## config.mk

```make
export PLATFORM = sky130hd
export DESIGN_NAME = and_or_sched
export DESIGN_NICKNAME = d
export VERILOG_FILES = /design/src/rtl/and_or_sched.sv
export SDC_FILE = /design/constraint.sdc
export NUM_CORES = 1
export LEC_CHECK = 0
export ABC_CLOCK_PERIOD_IN_PS = 2100
export BUFFER_PORTS_ARGS = -buffer_cell sky130_fd_sc_hd__buf_2
export CORE_ASPECT_RATIO = 0.75
export CORE_UTILIZATION = 50
export DETAILED_ROUTE_END_ITERATION = 16
export PLACE_DENSITY_LB_ADDON = 0.3
export SLEW_MARGIN = 20
export SYNTH_ARGS = -nofsm -noshare
export SYNTH_HDL_FRONTEND = slang
export SYNTH_SLANG_ARGS = --single-unit
```

## constraint.sdc

```tcl
create_clock -name clk -period 2.1 [get_ports clk]
set_input_delay 0.42 -clock clk [delete_from_list [all_inputs] [get_ports clk]]
set_output_delay 0.42 -clock clk [all_outputs]
set_load 0.1 [all_outputs]
```

## src/rtl/and_or_sched.sv

```systemverilog
// Round-robin scheduler sharing one (a & b) | c unit among N requesters; SETTLE+2 cycles per request.
// Requests wait (level-held) while busy; operands latched at grant, response is a one-cycle strobe.
module and_or_sched #(
    parameter int N      = 4,
    parameter int SETTLE = 2,
    parameter int CW     = 3
) (
    input  logic         clk,
    input  logic         rst_n,
    input  logic [N-1:0] req,
    input  logic [N-1:0] a_in,
    input  logic [N-1:0] b_in,
    input  logic [N-1:0] c_in,
    output logic [N-1:0] gnt,
    output logic [N-1:0] rsp_valid,
    output logic         rsp_y,
    output logic         busy,
    output logic         unit_a,
    output logic         unit_b,
    output logic         unit_c,
    input  logic         unit_y
);

    localparam int PW = $clog2(N);

    typedef enum logic [1:0] {IDLE, DRIVE, RESP} state_t;

    state_t        state, state_n;
    logic [PW-1:0] ptr, ptr_n;
    logic [PW-1:0] win_idx, win_idx_n;
    logic [CW-1:0] cnt, cnt_n;
    logic [N-1:0]  gnt_n, rsp_valid_n;
    logic          rsp_y_n, busy_n;
    logic          unit_a_n, unit_b_n, unit_c_n;

    logic          found;
    logic [PW-1:0] win;
    logic [N-1:0]  win_oh;
    int            idx;

    // Search starts at ptr and wraps, so the first hit is the round-robin winner.
    always_comb begin
        found  = 1'b0;
        win    = '0;
        idx    = 0;
        for (int k = 0; k < N; k++) begin
            idx = int'(ptr) + k;
            if (idx >= N) idx = idx - N;
            if (!found && req[idx]) begin
                found = 1'b1;
                win   = PW'(idx);
            end
        end
        win_oh      = '0;
        win_oh[win] = 1'b1;
    end

    always_comb begin
        state_n     = state;
        ptr_n       = ptr;
        win_idx_n   = win_idx;
        cnt_n       = cnt;
        gnt_n       = gnt;
        rsp_valid_n = rsp_valid;
        rsp_y_n     = rsp_y;
        unit_a_n    = unit_a;
        unit_b_n    = unit_b;
        unit_c_n    = unit_c;
        case (state)
            IDLE: begin
                if (found) begin
                    gnt_n     = win_oh;
                    win_idx_n = win;
                    unit_a_n  = a_in[win];
                    unit_b_n  = b_in[win];
                    unit_c_n  = c_in[win];
                    cnt_n     = CW'(SETTLE - 1);
                    state_n   = DRIVE;
                end
            end
            DRIVE: begin
                if (cnt != '0) begin
                    cnt_n = cnt - 1'b1;
                end else begin
                    rsp_y_n     = unit_y;
                    rsp_valid_n = gnt;
                    state_n     = RESP;
                end
            end
            RESP: begin
                rsp_valid_n = '0;
                gnt_n       = '0;
                // Advance past the served requester even if it keeps requesting.
                ptr_n       = (win_idx == PW'(N - 1)) ? '0 : win_idx + 1'b1;
                state_n     = IDLE;
            end
            default: state_n = IDLE;
        endcase
        busy_n = (state_n != IDLE);
    end

    always_ff @(posedge clk or negedge rst_n) begin
        if (!rst_n) begin
            state     <= IDLE;
            ptr       <= '0;
            win_idx   <= '0;
            cnt       <= '0;
            gnt       <= '0;
            rsp_valid <= '0;
            rsp_y     <= 1'b0;
            busy      <= 1'b0;
            unit_a    <= 1'b0;
            unit_b    <= 1'b0;
            unit_c    <= 1'b0;
        end else begin
            state     <= state_n;
            ptr       <= ptr_n;
            win_idx   <= win_idx_n;
            cnt       <= cnt_n;
            gnt       <= gnt_n;
            rsp_valid <= rsp_valid_n;
            rsp_y     <= rsp_y_n;
            busy      <= busy_n;
            unit_a    <= unit_a_n;
            unit_b    <= unit_b_n;
            unit_c    <= unit_c_n;
        end
    end

endmodule

```

==> impl_metrics.json <==
{
  "crit_chain": "a21boi_0 -> o221ai_4 -> mux2i_1 -> a31o_1 -> a21oi_1",
  "fin_worst_skew_ns": 0.007342,
  "synth_top_area_share_pct": 51.28,
  "grt_pass1_vias": 924,
  "synth_xor_area_share_pct": 0,
  "ys_ff_latch": 22,
  "cts_sinks": 22,
  "synthMuxAreaShare_pct": 8.625,
  "utilization_pct": 64.97,
  "rr_worst_depth": 5,
  "period_share_pct": 80.86,
  "syn_avg_cell_area_um2": 10.42,
  "wl_per_cell_um": 13.96,
  "rsz0062_at_grt": "false",
  "drt_iter0_markers": 53,
  "max_cap_violations": 0,
  "synth_top_area_cell": "dfrtp_1",
  "synth_edf_count": 0,
  "coreArea_um2": 2014,
  "reg2reg_to": "unit_a",
  "gp_congestion": 0.8341,
  "critPathArrivalTime_ns": 1.94,
  "dieHeight_um": 42.13,
  "htreeDepth": 1,
  "status": "complete, no violations",
  "slew_headroom_pct": 48.74,
  "fin_cells": 163,
  "yosysSeqAreaShare_pct": 51.28,
  "yosysUniqueCellTypes": 29,
  "startpoint_type": "flop",
  "final.setup.tns_ns": 0,
  "synth_common_cells": "dfrtp_1 (22), nand2_1 (16), a21oi_1 (8)",
  "dp.cells": 159,
  "drt-total-wl_mm": 2.276,
  "worst-path-buf-inv": 0,
  "synth_cells": 103,
  "place_hpwl_mm": 1.770,
  "synth.most_common_cell": "dfrtp_1",
  "grt_pass1_wl_mm": 3.877,
  "vias": 926,
  "nNetsFinal": 162,
  "setup_viol": 0,
  "reg2reg_slack_ns": 0.40,
  "numCtsBuffers": 3,
  "io_pins": 32,
  "synth_nets": 125,
  "final_area_um2": 1309,
  "netlist_area_um2": 1074,
  "clk_pin_slew_ns": 0.12,
  "first_pass_iters": 4,
  "post_cts_resized": 0,
  "drc": 0,
  "die_x_um": 55.51,
  "cts_root_buffer": "clkbuf_4",
  "start_util_pct": 53.29,
  "dpl_cell_area_um2": 1272,
  "synth_fa_ha_area_share_pct": 3.497,
  "hold_class": "input pin to async pin",
  "portBuffers": 31,
  "synthSimpleGateAreaFrac_pct": 15.38,
  "max_freq_ghz": 0.5889,
  "diodes": 0,
  "syn_to_final_growth_pct": 21.91,
  "ys_top_cells_by_area": "dfrtp_1 (51%), mux2i_1 (6.5%), nand2_1 (5.6%)",
  "ant_nets": 0,
  "synth_warnings": 0,
  "dieArea_um2": 2338,
  "cts-hold-fix-buffers": 0,
  "rows": 14,
  "slew_viol_final": 0,
  "grt_antenna_before_repair": 0,
  "cts_post_setup_buffers_inserted": 0,
  "path_class": "flop to flop",
  "critical-path-max-stage-delay_ns": 0.47,
  "grt-ovfl-total": 0,
  "max_slew.worst_pin.slew_ns": 0.7630,
  "critPathSlowestCell": "dfrtp_1",
  "worstPathRequired_ns": 2.34,
  "finalHoldViolCount": 0,
  "track_usage_pct": 22.19,
  "min_period_ns": 1.698,
  "async_flop_share_pct": 100.0,
  "grt_max_degree": 23,
  "r2r_start": "ptr[1]",
  "clockBufferDepth": 2,
  "routed_via_density": 5.681,
  "clk_latency_ns": 0.32,
  "cts_tree": "built",
  "synth_top_family_by_area": "compound AO/OA/AOI/OAI gates",
  "synth_compound_area_share_pct": 19.00,
  "drive_gt1_share_pct": 30.22,
  "path_max_fanout": 9,
  "synth_flop_cell": "dfrtp_1",
  "critPathTopFamily": "compound AO/OA/AOI/OAI gates",
  "cp-end-kind": "flop"
}
-- layer usage --
layer / part of all wire [%] / vias up / wire (um) / GRT usage [%]
met3: 6.6 / 7 / 151 / 5.864
met2: 46 / 43 / 1039 / 37.59
met4: 2.4 / 0 / 55 / 11.50
li1: - / 444 / - / -
met5: 0 / - / 0 / 0
met1: 45 / 432 / 1029 / 26.23
-- state kept, by name, indices dropped and copies added, names as in the netlist --
signal,flops
gnt,4
rsp_valid,4
cnt,3
ptr,2
state,2
win_idx,2
busy,1
rsp_y,1
unit_a,1
unit_b,1
unit_c,1
-- per-stage QoR --
step,hold WS [ns],setup WS [ns]
after CTS,0.05588,0.3834
after detailed placement,0.4142,0.2607
after global placement,0.4107,0.3663
after floorplan,0.1244,0.5786
after global routing,0.08192,0.2980
final,0.03802,0.4019
-- area by class of cell --
cell class	instances	area (um^2)
Clock buffer	4	36.28
Fill cell	169	705.7
Inverter	4	15.01
Multi-Input combinational cell	75	499.2
Sequential cell	22	550.5
Tap cell	24	30.03
Timing Repair Buffer	34	177.7
-- cells by family (layout without fill, tap and decap cells) --
family          Yosys count  after routing
compound gates           28             28
mux                       9              9
buf+inv                   6             42
simple gates             35             35
flops                    22             22
fa+ha+maj                 3              3
-- placed cells by master (no fill, tap or decap) --
master    count
o41ai_1       1
or3_1         2
a21oi_1       8
o22ai_1       1
nor2b_1       1
o21a_1        1
inv_1         4
nor3_2        1
a21boi_0      1
nand2b_1      2
a31oi_1       1
nor4_1        1
buf_2        31
mux2i_1       7
mux2_2        2
o31ai_1       2
o221ai_4      1
clkbuf_8      1
a21o_1        2
buf_4         3
a31o_1        3
a32o_1        2
nor2_1        5
dfrtp_1      22
nor3_1        2
ha_1          3
or3b_1        1
nand2_1      16
clkbuf_4      3
nand3_1       4
o21ai_0       5
-- how the worst max path moves through the flow --
stage,to,from,cells past startpoint,slack [ns]
after floorplan,unit_a,ptr[1],5,0.58
after global placement,gnt[2],req[3],5,0.37
after detailed placement,gnt[2],req[3],5,0.26
after CTS,unit_a,ptr[1],5,0.38
after global routing,unit_b,state[1],4,0.30
final,unit_a,ptr[1],5,0.40
Power is not shown: default switching activity piles up to over one toggle a cycle in this logic, so the estimate is an artifact.
